**src/rtl/mux81_pkg.sv**
```systemverilog
// Shared types and helpers for the mux81f channel scanner.
package mux81_pkg;

    typedef enum logic [1:0] {
        ST_IDLE,
        ST_SETTLE,
        ST_SAMPLE,
        ST_DONE
    } state_t;

    localparam int unsigned DWELL_DEFAULT = 2;

    // mux81f decodes its select LSB-first, so channel k is driven as bit-reversed k
    function automatic logic [2:0] bitrev3(input logic [2:0] k);
        return {k[0], k[1], k[2]};
    endfunction

endpackage

```
**src/rtl/mux81_scan_if.sv**
```systemverilog
// Scan request/abort, sampled mux output, and scan results between scanner and its host.
interface mux81_scan_if;
    logic       start;
    logic       stop;
    logic       o;
    logic [2:0] s;
    logic       busy;
    logic       done;
    logic [7:0] dato;

    modport master (output start, stop, o, input s, busy, done, dato);
    modport slave  (input start, stop, o, output s, busy, done, dato);
endinterface

```
**src/rtl/mux81_dwell_cnt.sv**
```systemverilog
// Settle timer: 4-bit up-counter with clear/enable; term flags the last settle cycle.
module mux81_dwell_cnt #(
    parameter int unsigned DWELL = 2
) (
    input  logic clk,
    input  logic rst,
    input  logic clr,
    input  logic en,
    output logic term
);

    localparam logic [3:0] TERM_VAL = (DWELL == 0) ? 4'd0 : 4'(DWELL - 1);

    logic [3:0] cnt;

    always_ff @(posedge clk) begin
        if (rst || clr)
            cnt <= '0;
        else if (en)
            cnt <= cnt + 4'd1;
    end

    assign term = (cnt == TERM_VAL);

endmodule

```
**src/rtl/mux81_scan.sv**
```systemverilog
// Walks s across all eight mux81f channels, settles DWELL cycles each, and captures o into dato.
import mux81_pkg::*;

module mux81_scan #(
    parameter int unsigned DWELL = mux81_pkg::DWELL_DEFAULT
) (
    input  logic            clk,
    input  logic            rst,
    mux81_scan_if.slave     bus
);

    localparam state_t FIRST_ST = (DWELL == 0) ? ST_SAMPLE : ST_SETTLE;

    state_t     state, state_nxt;
    logic [2:0] ch, ch_nxt;
    logic [7:0] shadow;
    logic [7:0] dato_q;
    logic [2:0] s_q, s_nxt;
    logic       busy_q, busy_nxt;
    logic       done_q, done_nxt;
    logic       term;
    logic       cnt_clr;
    logic       cnt_en;
    logic       capture;

    mux81_dwell_cnt #(.DWELL(DWELL)) u_dwell (
        .clk  (clk),
        .rst  (rst),
        .clr  (cnt_clr),
        .en   (cnt_en),
        .term (term)
    );

    always_ff @(posedge clk) begin
        if (rst)
            state <= ST_IDLE;
        else
            state <= state_nxt;
    end

    always_comb begin
        state_nxt = state;
        unique case (state)
            ST_IDLE:   if (bus.start) state_nxt = FIRST_ST;
            ST_SETTLE: begin
                if (bus.stop)  state_nxt = ST_IDLE;
                else if (term) state_nxt = ST_SAMPLE;
            end
            ST_SAMPLE: begin
                if (bus.stop)          state_nxt = ST_IDLE;
                else if (ch == 3'd7)   state_nxt = ST_DONE;
                else                   state_nxt = FIRST_ST;
            end
            ST_DONE:   state_nxt = ST_IDLE;
            default:   state_nxt = ST_IDLE;
        endcase
    end

    // Outputs are computed from the next state so every port leaves a flop.
    always_comb begin
        ch_nxt = ch;
        if (state == ST_IDLE)
            ch_nxt = '0;
        else if (state == ST_SAMPLE && state_nxt == FIRST_ST)
            ch_nxt = ch + 3'd1;

        busy_nxt = (state_nxt == ST_SETTLE) || (state_nxt == ST_SAMPLE);
        done_nxt = (state_nxt == ST_DONE);
        s_nxt    = busy_nxt ? bitrev3(ch_nxt) : '0;

        cnt_clr  = (state_nxt == ST_SETTLE) && (state != ST_SETTLE);
        cnt_en   = (state == ST_SETTLE);
        capture  = (state == ST_SAMPLE) && !bus.stop;
    end

    always_ff @(posedge clk) begin
        if (rst) begin
            ch     <= '0;
            shadow <= '0;
            dato_q <= '0;
            s_q    <= '0;
            busy_q <= 1'b0;
            done_q <= 1'b0;
        end else begin
            ch     <= ch_nxt;
            s_q    <= s_nxt;
            busy_q <= busy_nxt;
            done_q <= done_nxt;
            if (capture)
                shadow[ch] <= bus.o;
            // The last channel's bit is merged directly; shadow only updates at this same edge.
            if (capture && ch == 3'd7)
                dato_q <= {bus.o, shadow[6:0]};
        end
    end

    assign bus.s    = s_q;
    assign bus.busy = busy_q;
    assign bus.done = done_q;
    assign bus.dato = dato_q;

endmodule

```
**src/flat_wrapper.sv**
```systemverilog
// flat-port wrapper written by rule: the top's interface ports become plain ports
module mux81_scan_flat 
#(
    parameter int unsigned DWELL = mux81_pkg::DWELL_DEFAULT
)
  (clk, rst, bus_start, bus_stop, bus_o, bus_s, bus_busy, bus_done, bus_dato);
  mux81_scan_if bus_i ();
  input  logic clk;
  input  logic rst;
  input wire logic [$bits(bus_i.start)-1:0] bus_start;
  input wire logic [$bits(bus_i.stop)-1:0] bus_stop;
  input wire logic [$bits(bus_i.o)-1:0] bus_o;
  output wire logic [$bits(bus_i.s)-1:0] bus_s;
  output wire logic [$bits(bus_i.busy)-1:0] bus_busy;
  output wire logic [$bits(bus_i.done)-1:0] bus_done;
  output wire logic [$bits(bus_i.dato)-1:0] bus_dato;
  assign bus_i.start = bus_start;
  assign bus_i.stop = bus_stop;
  assign bus_i.o = bus_o;
  assign bus_s = bus_i.s;
  assign bus_busy = bus_i.busy;
  assign bus_done = bus_i.done;
  assign bus_dato = bus_i.dato;
  mux81_scan #(.DWELL(DWELL)) u_core (.clk(clk), .rst(rst), .bus(bus_i));
endmodule
```
**config.mk**
```make
export PLATFORM = sky130hd
export DESIGN_NAME = mux81_scan_flat
export DESIGN_NICKNAME = d
export VERILOG_FILES = /design/src/rtl/mux81_pkg.sv /design/src/rtl/mux81_scan_if.sv /design/src/rtl/mux81_dwell_cnt.sv /design/src/rtl/mux81_scan.sv /design/src/flat_wrapper.sv
export SDC_FILE = /design/constraint.sdc
export NUM_CORES = 1
export LEC_CHECK = 0
export ABC_AREA = 1
export CAP_MARGIN = 30
export CORE_MARGIN = 1.5
export CORE_UTILIZATION = 60
export DETAILED_ROUTE_END_ITERATION = 16
export DONT_BUFFER_PORTS = 1
export GPL_TIMING_DRIVEN = 1
export PLACE_DENSITY = 0.76
export SETUP_SLACK_MARGIN = 0.4
export SYNTH_ARGS = -nofsm -noshare
export SYNTH_HDL_FRONTEND = slang
export SYNTH_SLANG_ARGS = --single-unit
```
**constraint.sdc**
```tcl
create_clock -name clk -period 2.18 [get_ports clk]
set_input_delay 0.436 -clock clk [delete_from_list [all_inputs] [get_ports clk]]
set_output_delay 0.436 -clock clk [all_outputs]
set_load 0.01 [all_outputs]
```
Yosys cells after proc, flatten, opt, wreduce, memory -nomap -nowiden
Index checks and enable logic that the tools add are counted.
{"block": "classes", "add_sub_neg": 2, "mul": 0, "div": 0, "order_cmp": 2, "n_eq_ne": 9, "n_shift": 0, "mux": 11, "bitwise": 1, "n_reduce_logical": 10}
{"op": "2-to-1 mux 2 bit", "n": 5}
{"op": "bitwise mux 8 bit", "n": 1}
{"op": "equality test 2 bit, second input constant", "n": 4}
{"op": "one-hot mux 2 bit (4 select lines)", "n": 1}
{"op": "2-to-1 mux 3 bit", "n": 2}
{"op": "logical AND 1 bit", "n": 5}
{"op": "adder 4 x 1 -> 4 bit, second input constant", "n": 1}
{"op": "equality test 2 x 1 -> 1 bit, second input constant", "n": 2}
{"op": "equality test 4 x 1 -> 1 bit, second input constant", "n": 1}
{"op": "< comparator 3 x 4 -> 1 bit, second input constant", "n": 1}
{"op": "adder 3 x 1 -> 3 bit, second input constant", "n": 1}
{"op": "demux 1 bit (select 3 bit)", "n": 1}
{"op": "equality test 3 bit, second input constant", "n": 1}
{"op": "greater-or-equal comparator 3 x 1 -> 1 bit, second input constant", "n": 1}
{"op": "zero test 2 bit", "n": 1}
{"op": "logical OR 1 bit", "n": 2}
{"op": "inequality test 2 x 1 -> 1 bit, second input constant", "n": 1}
{"op": "OR reduction 2 bit", "n": 1}
{"op": "zero test 1 bit", "n": 1}
{"op": "2-to-1 mux 1 bit", "n": 1}
{"op": "inverter 1 bit", "n": 1}
{"block": "word_totals", "register_bits": 30, "latchBits": 0, "mem_bits_rw": 0, "rom_bits": 0, "input_bits": 5, "n_memories": 0}

Depth between registers and ports, before layout
Gate-level depths: netlist (run 1).
{"block": "depth", "word_depth": 8, "depth_mapped": 11, "depth_no_buf": 11}

Modules after synthesis
Synthesis (run 1) repeated with hierarchy kept, for this count alone.
{"block": "unflattened", "cells_unflattened": 175, "area_unflattened_um2": 1263.7}
{"module": "mux81_scan", "n_inst": 1, "cells_per_inst": 150, "area_per_inst_um2": 1073.5, "seq_area_each_um2": 500.5}
{"module": "mux81_dwell_cnt", "n_inst": 1, "cells_per_inst": 25, "area_per_inst_um2": 190.2, "seq_area_each_um2": 80.1}

Least setup slack after synthesis (run 1)
No wires, ideal clock.
{"block": "synth_path", "path_kind": "flip-flop to flip-flop", "from": "register u_core.ch[0]", "to": "register u_core.ch[0]", "setup_time_ns": 0.117, "t_arrival_ns": 1.614, "t_required_ns": 2.063, "setup_slack_ns": 0.449, "stages_incl_launch_ff": 12, "n_path_buf": 0, "period_less_slack_ns": 1.731, "path_cell_list": "dfxtp_1 ha_1 ha_1 nand2_2 nor2_8 a21oi_2 ha_1 nand3_1 inv_1 nand2_1 nand3_1 nor2_1"}
{"block": "synth_via", "elab_chain_cells": 8}
{"item": "start: declaration", "line": "mux81_scan.sv:15", "rtl": "logic [2:0] ch, ch_nxt;"}
{"item": "start signal: assignment", "line": "mux81_scan.sv:85", "rtl": "ch <= ch_nxt;"}
{"item": "equality test 3 bit", "line": "mux81_scan.sv:51", "rtl": "else if (ch == 3'd7) state_nxt = ST_DONE;"}
{"item": "2-to-1 mux 2 bit", "line": "mux81_scan.sv:51"}
{"item": "2-to-1 mux 2 bit", "line": "mux81_scan.sv:50", "rtl": "if (bus.stop) state_nxt = ST_IDLE;"}
{"item": "one-hot mux 2 bit (4 select lines)", "line": "mux81_scan.sv:43", "rtl": "unique case (state)"}
{"item": "equality test 2 x 1 -> 1 bit", "line": "mux81_scan.sv:64", "rtl": "else if (state == ST_SAMPLE && state_nxt == FIRST_ST)"}
{"item": "logical AND 1 bit", "line": "mux81_scan.sv:64"}
{"item": "2-to-1 mux 3 bit (*)", "line": "mux81_scan.sv:64"}
{"item": "2-to-1 mux 3 bit (*)", "line": "mux81_scan.sv:62", "rtl": "if (state == ST_IDLE)"}
Mark *: on every way between the ends. The rest lies on a longest branch, timed or not.
A chain may end at the register's enable or synchronous reset.

Worst setup path in the final report (run 1)
{"block": "layout_path", "from": "register u_core.ch[1]", "to": "register u_core.s_q[0] (netlist: u_core.bus.s[0])"}
{"block": "layout_via", "elab_chain_cells": 8}
{"item": "equality test 3 bit (*)", "line": "mux81_scan.sv:51"}
{"item": "2-to-1 mux 2 bit (*)", "line": "mux81_scan.sv:51"}
{"item": "2-to-1 mux 2 bit (*)", "line": "mux81_scan.sv:50"}
{"item": "one-hot mux 2 bit (4 select lines) (*)", "line": "mux81_scan.sv:43"}
{"item": "named net u_core.state_nxt[1]", "line": "mux81_scan.sv:14", "rtl": "state_t state, state_nxt;"}
{"item": "equality test 2 x 1 -> 1 bit or equality test 2 bit (tied branches)", "line": "mux81_scan.sv:67", "rtl": "busy_nxt = (state_nxt == ST_SETTLE) || (state_nxt == ST_SAMPLE);"}
{"item": "logical OR 1 bit (*)", "line": "mux81_scan.sv:67"}
{"item": "named net u_core.busy_nxt", "line": "mux81_scan.sv:19", "rtl": "logic busy_q, busy_nxt;"}
{"item": "inverter 1 bit (no source line) (*)"}
{"item": "OR reduction 2 bit (no source line) (*)"}
{"item": "end signal: assignment", "line": "mux81_scan.sv:86", "rtl": "s_q <= s_nxt;"}
{"item": "end: declaration", "line": "mux81_scan.sv:18", "rtl": "logic [2:0] s_q, s_nxt;"}
The timed path passes the listed nets; every way through them passes the cells marked *.

==> results of run 1 <==
[worst max path at each step]
stage	to	slack [ns]	depth (start not counted)
after floorplan	u_core.ch[0]$_SDFF_PP0_	0.45	11
after global placement	u_core.bus.s[1]$_SDFF_PP0_	0.38	11
after detailed placement	u_core.ch[0]$_SDFF_PP0_	0.26	11
after CTS	u_core.bus.s[0]$_SDFF_PP0_	0.41	11
after global routing	u_core.bus.s[2]$_SDFF_PP0_	0.35	11
final	u_core.bus.s[0]$_SDFF_PP0_	0.44	11
[registers in the layout (all words and copies together) (netlist names)]
name	count
u_core.shadow	7
u_core.bus.busy	1
u_core.bus.s	3
u_core.ch	3
u_core.bus.done	1
u_core.u_dwell.cnt	4
u_core.bus.dato	8
u_core.state	2
[kinds of logic (layout without fill, tap and decap cells)]
kind of cell | count (synthesis) | count (layout)
compound gates | 17 | 17
xor+xnor | 1 | 1
fa+ha+maj | 6 | 6
buf+inv | 26 | 37
flops | 29 | 29
simple gates | 100 | 100
[what timing repair did]
item,in CTS,in global routing
setup buffers,1,5
pin swaps,2,5
cloned,0,0
setup endpoints to repair,7,9
gates resized for setup,6,10
[report_power, final]
group | total (mW) | internal [mW] | switching [mW]
clock | 0.324 | 0.152 | 0.172
sequential | 0.538 | 0.533 | 0.00532
combinational | 0.0555 | 0.0195 | 0.0360
total | 0.917 | 0.704 | 0.213
[routing by layer]
layer  wire (um)  track usage (%)
met4          48             11.1
met3         127             7.98
met1        1110             26.0
met5           0                0
met2        1260             37.4
[cells in the mapped netlist, drive strengths merged]
master,count
nor2,53
nand2,34
dfxtp,29
inv,24
nand3,13
a21oi,8
o21ai,8
ha,6
buf,2
o21a,1
xor2,1
[layout make-up]
class	count	area [um^2]
Clock buffer	7	55.1
Fill cell	163	520
Inverter	24	92.6
Multi-Input combinational cell	124	669
Sequential cell	29	586
Tap cell	27	33.8
Timing Repair Buffer	6	45.0
[metrics by stage]
step / power [mW] / utilization [%] / area, um^2 / setup slack [ns]
after global placement: 0.596 / 65.6 / 1310 / 0.377
after detailed placement: 0.597 / 65.6 / 1310 / 0.262
final: 0.917 / 74.0 / 1480 / 0.444
after CTS: 0.915 / 69.7 / 1400 / 0.407
after floorplan: 0.592 / - / 1290 / 0.449
after global routing: 0.957 / 74.0 / 1480 / 0.353
==> run metrics, run 1 <==
outcome=finished clean; Seq/Total Area, Yosys=44.9%; global-route wire length before repair=4.16 mm; initial antenna violation count=0; Max stage delay cell, worst path=dfxtp_2; hold path depth=1; Worst Setup End Kind=register; Synth Net Count=190; Critical Path RT=2.44 ns; clock latency on the worst-skew pair=0.32 ns; hold buffer count at CTS=0; CTS sink cnt=29; relative slew slack=73.2%; Iter 0 DRT Violations=19; clock buffer depth=2; PD cells=619 nW/um^2; Pre-antenna DRT Iters=4; r2r worst-path depth=11; post-synthesis cell type count=20; Nets=201; RSZ-0062 raised after global routing=true; CTS tree=yes; setup slack, reg-to-reg=0.44 ns; CP Class=reg -> reg; slowest stage delay, CP=0.36 ns; TNS Setup=0 ns; CP Launch Point=u_core.ch[1]$_SDFF_PP0_; area fraction in compound gates after synthesis=7.36%; Critical Path AT=2.00 ns; RR Startpoint=u_core.ch[1]$_SDFF_PP0_; highest clock rate=576 MHz; final wirelength=2.55 mm; max_cap viols=0; vias in the first global route=1023; commonest non-fill, non-tap cells in the layout=nor2_1 (48), nand2_1 (31), dfxtp_1 (27); Top Family by Delay on Critical Path=adder cells; via density per instance=5.05; placed cell count=204; largest net degree at the start of global routing=16; Num CTS Buffers=5; largest family of logic cells by synthesized area=simple AND/OR/NAND/NOR gates; total track usage=22.7%; Gate Count Post-Synth=179; worst vdd ir=0.446 mV; port buffer count=0; GP Congestion=0.894; minimum clock period=1.74 ns; Worst setup SP type=register; Hold Crit Class=in -> reg; Yosys top cell by area=dfxtp_1; Core ar.=2000 um^2; die footprint=2440 um^2; share of cells above drive strength 1=17.4%; syn_area_per_cell=7.22 um^2; post-synthesis mux area share=0%; total gr overflow=0; Hold Fails Final Rpt=0; DRC violations left=0; Die Height=49.4 um; Final Cycle Share=79.6%; die width=49.4 um; cells along the critical path=ha_4 -> ha_4 -> nand2_4 -> nor2_8 -> a21oi_4 -> inv_1 -> ha_1 -> inv_2 -> nor2_2 -> inv_1 -> nor2_1; hpwl dp=1.72 mm; Inserted Diodes=0; hold endpoint=u_core.state[0]$_SDFF_PP0_; leakage=0.717 nW; routed wire length per instance=11.7 um; Post-Synth Adder-Cell Area=5.81%; Yosys reg bits=29; Area Growth Syn to Fin=14.6%; commonest non-fill, non-tap cell in the layout=nor2_1; Post-Syn Area=1290 um^2; CTS clk-pin slew, worst paths=0.09 ns; clk_skew=0.00770 ns; RR Endpoint=u_core.bus.s[0]$_SDFF_PP0_; Hold Path Origin=rst; fin. max-slew vios=0; FP Rows=16; synth warn=0; io pins=18; synth top area cells=dfxtp_1 (45%), nor2_1 (14%), nand2_1 (9.0%), inv_1 (6.1%), ha_1 (5.8%); total number of H-tree levels=2; Yosys top cell area share=44.9%; setup violators final=0; critical-path maximum fanout=5; root buf cell=clkbuf_4; Synth Area in Simple Gates=33.1%; Worst Path Buf+Inv=3; vias post-DR=1096; XOR/XNOR share of the synthesized area=0.678%; Initial Util=64.6%; non-filler cells, final=217; antenna viol nets, final=0; Slew @ Worst Pin=0.402 ns; worst hold margin=0.169 ns
Note: power is estimated with default switching activity, not from simulation.
==> inputs of run 2 (changes only) <==
==> constraint.sdc (replaced) <==
create_clock -name clk -period 1.61 [get_ports clk]
set_input_delay 0.322 -clock clk [delete_from_list [all_inputs] [get_ports clk]]
set_output_delay 0.322 -clock clk [all_outputs]
set_load 0.01 [all_outputs]
==> run metrics, run 2 (synthesis gave the netlist of run 1 again) <==
clock buffer depth=2 (unchanged); outcome=finished, violations left; Largest register FFs=8 (unchanged); share of cells above drive strength 1=28.4% (+11 points); CP Class=reg -> reg; io pins=18 (unchanged); hpwl dp=1.83 mm (+6.5%); worst vdd ir=0.678 mV (+52%); die width=49.4 um (unchanged); final worst slack=-0.0202 ns (-0.464 ns); CTS sink cnt=29 (unchanged); setup violators final=5 (+5); commonest non-fill, non-tap cell in the layout=nor2_1; Initial Util=64.6% (unchanged); final core occ=79.6% (+5.6 points); CTS clk-pin slew, worst paths=0.10 ns (about the same); GP Congestion=0.799 (-11%); Critical Path RT=1.83 ns (-0.61 ns); cells along the critical path=ha_4 -> ha_4 -> nand2_4 -> nor2_8 -> a21oi_4 -> ha_4 -> nand3_4 -> inv_2 -> nand2_1 -> nand3_2 -> nor2_1; Pwr Total=1.33 mW (+45%); max_cap viols=0 (unchanged); total track usage=22.1% (-0.55 points); failing checks=negative setup slack; FP Rows=16 (unchanged); most used cell, CP=ha_4; Final Cycle Share=101% (+22 points); critical-path maximum fanout=4 (-1); clock latency on the worst-skew pair=0.33 ns (about the same); area taken by multi-input logic gates=733 um^2 (+9.5%); Nets=204 (+1.5%); non-filler cells, final=221 (+1.8%); largest net degree at the start of global routing=16 (unchanged); relative slew slack=74.8% (+1.6 points); total gr overflow=0 (unchanged); vias in the first global route=1009 (-1.4%); routed wire length per instance=12.5 um (+6.6%); vias post-DR=1127 (+2.8%); Max stage delay cell, worst path=dfxtp_4; clk_skew=0.0125 ns (+0.00479 ns); port buffer count=0 (unchanged); Area Growth Syn to Fin=23.3%; via density per instance=5.10 (+0.97%); DRC violations left=0 (unchanged); dpl ws=-0.00913 ns (-0.271 ns); Pre-antenna DRT Iters=4 (unchanged); PD cells=832 nW/um^2 (+34%); final wirelength=2.77 mm (+8.6%); Worst setup SP type=register; global-route wire length before repair=4.08 mm (-2.0%); Iter 0 DRT Violations=24 (+5); Slew @ Worst Pin=0.378 ns (-0.0237 ns); RSZ-0062 raised after global routing=true; CTS tree=yes; minimum clock period=1.63 ns (-0.106 ns); commonest non-fill, non-tap cells in the layout=nor2_1 (45), nand2_1 (29), dfxtp_1 (24); Core ar.=2000 um^2 (unchanged); worst hold margin=0.0573 ns (-0.111 ns); fillers=138 (-15%); leakage=0.740 nW (+3.2%); root buf cell=clkbuf_4; highest clock rate=613 MHz (+6.5%); Inserted Diodes=0 (unchanged); Seq. cell area=592 um^2 (+1.1%); Num CTS Buffers=5 (unchanged); total number of H-tree levels=2 (unchanged); placed cell count=211 (+3.4%); antenna viol nets, final=0 (unchanged); die footprint=2440 um^2 (unchanged); Worst Setup End Kind=register; initial antenna violation count=0 (unchanged); Critical Path AT=1.85 ns (-0.15 ns); fin. max-slew vios=0 (unchanged); slowest stage delay, CP=0.37 ns (about the same); Hold Fails Final Rpt=0 (unchanged); setup slack, reg-to-reg=-0.02 ns (-0.46 ns); Die Height=49.4 um (unchanged); hold buffer count at CTS=0 (unchanged); Hold Crit Class=in -> reg
run 2: changes by cell type in the layout (fill, tap and decap cells not counted), moves of 3 or more:
cell and change:
dfxtp_1 -3, buf_4 +3, nor2_1 -3, nand3_1 -3, inv_1 -4, inv_2 +3
run 2: critical path: cells and delay by family (launching register included):
family / cells / cell delay (ns)
adder cells (fa/ha/maj): 3 / 0.51
AND/OR/NAND/NOR: 6 / 0.39
AO/OA/AOI/OAI: 1 / 0.17
flip-flops: 1 / 0.37
buffers and inverters: 1 / 0.09
run 2: path summary, 6_finish.rpt:
path                                 startpoint                              end  cells after the start
setup / recovery        u_core.ch[1]$_SDFF_PP0_       u_core.bus.s[1]$_SDFF_PP0_                     11
hold / removal                              rst       u_core.state[1]$_SDFF_PP0_                      1
setup reg to reg        u_core.ch[1]$_SDFF_PP0_       u_core.bus.s[1]$_SDFF_PP0_                     11
hold reg to reg   u_core.shadow[3]$_SDFFE_PP0P_  u_core.bus.dato[3]$_SDFFE_PP0P_                      2
run 2: power breakdown:
| group | total [mW] | internal, mW | switching (mW) | leakage, nW |
|---|---|---|---|---|
| logic | 0.0981 | 0.0362 | 0.0619 | 0.461 |
| clock network | 0.500 | 0.253 | 0.248 | 0.0413 |
| registers | 0.728 | 0.721 | 0.00712 | 0.237 |
| total | 1.33 | 1.01 | 0.317 | 0.740 |
run 2: area by class of cell:
class                           instances  area share [%]
Multi-Input combinational cell        124            46.0
Clock buffer                            7            4.08
Timing Repair Buffer                    9            4.24
Sequential cell                        29            37.1
Clock inverter                          1           0.314
Tap cell                               27            2.12
Inverter                               24            6.12
run 2: routing by layer:
metal  vias up  routed length, um  track usage, %
met5         -                  0               0
met2        24               1380            38.7
met3         6                141            8.59
li1        580                  -               -
met1       517               1200            23.9
met4         0                 48            8.33
run 2: stage by stage:
| stage | instance area [um^2] | TNS [ns] |
|---|---|---|
| 2_1_floorplan | 1340 | 0 |
| 3_3_place_gp | 1410 | 0 |
| 3_5_place_dp | 1410 | -0.0157 |
| 4_1_cts | 1510 | 0 |
| 5_1_grt | 1590 | -0.480 |
| 6_report | 1590 | -0.0501 |
run 2: repair_timing:
item,CTS,global route
setup buffers,1,1
pin swaps,2,1
gates resized for setup,7,22
gates cloned,0,0
setup endpoints to repair,20,23
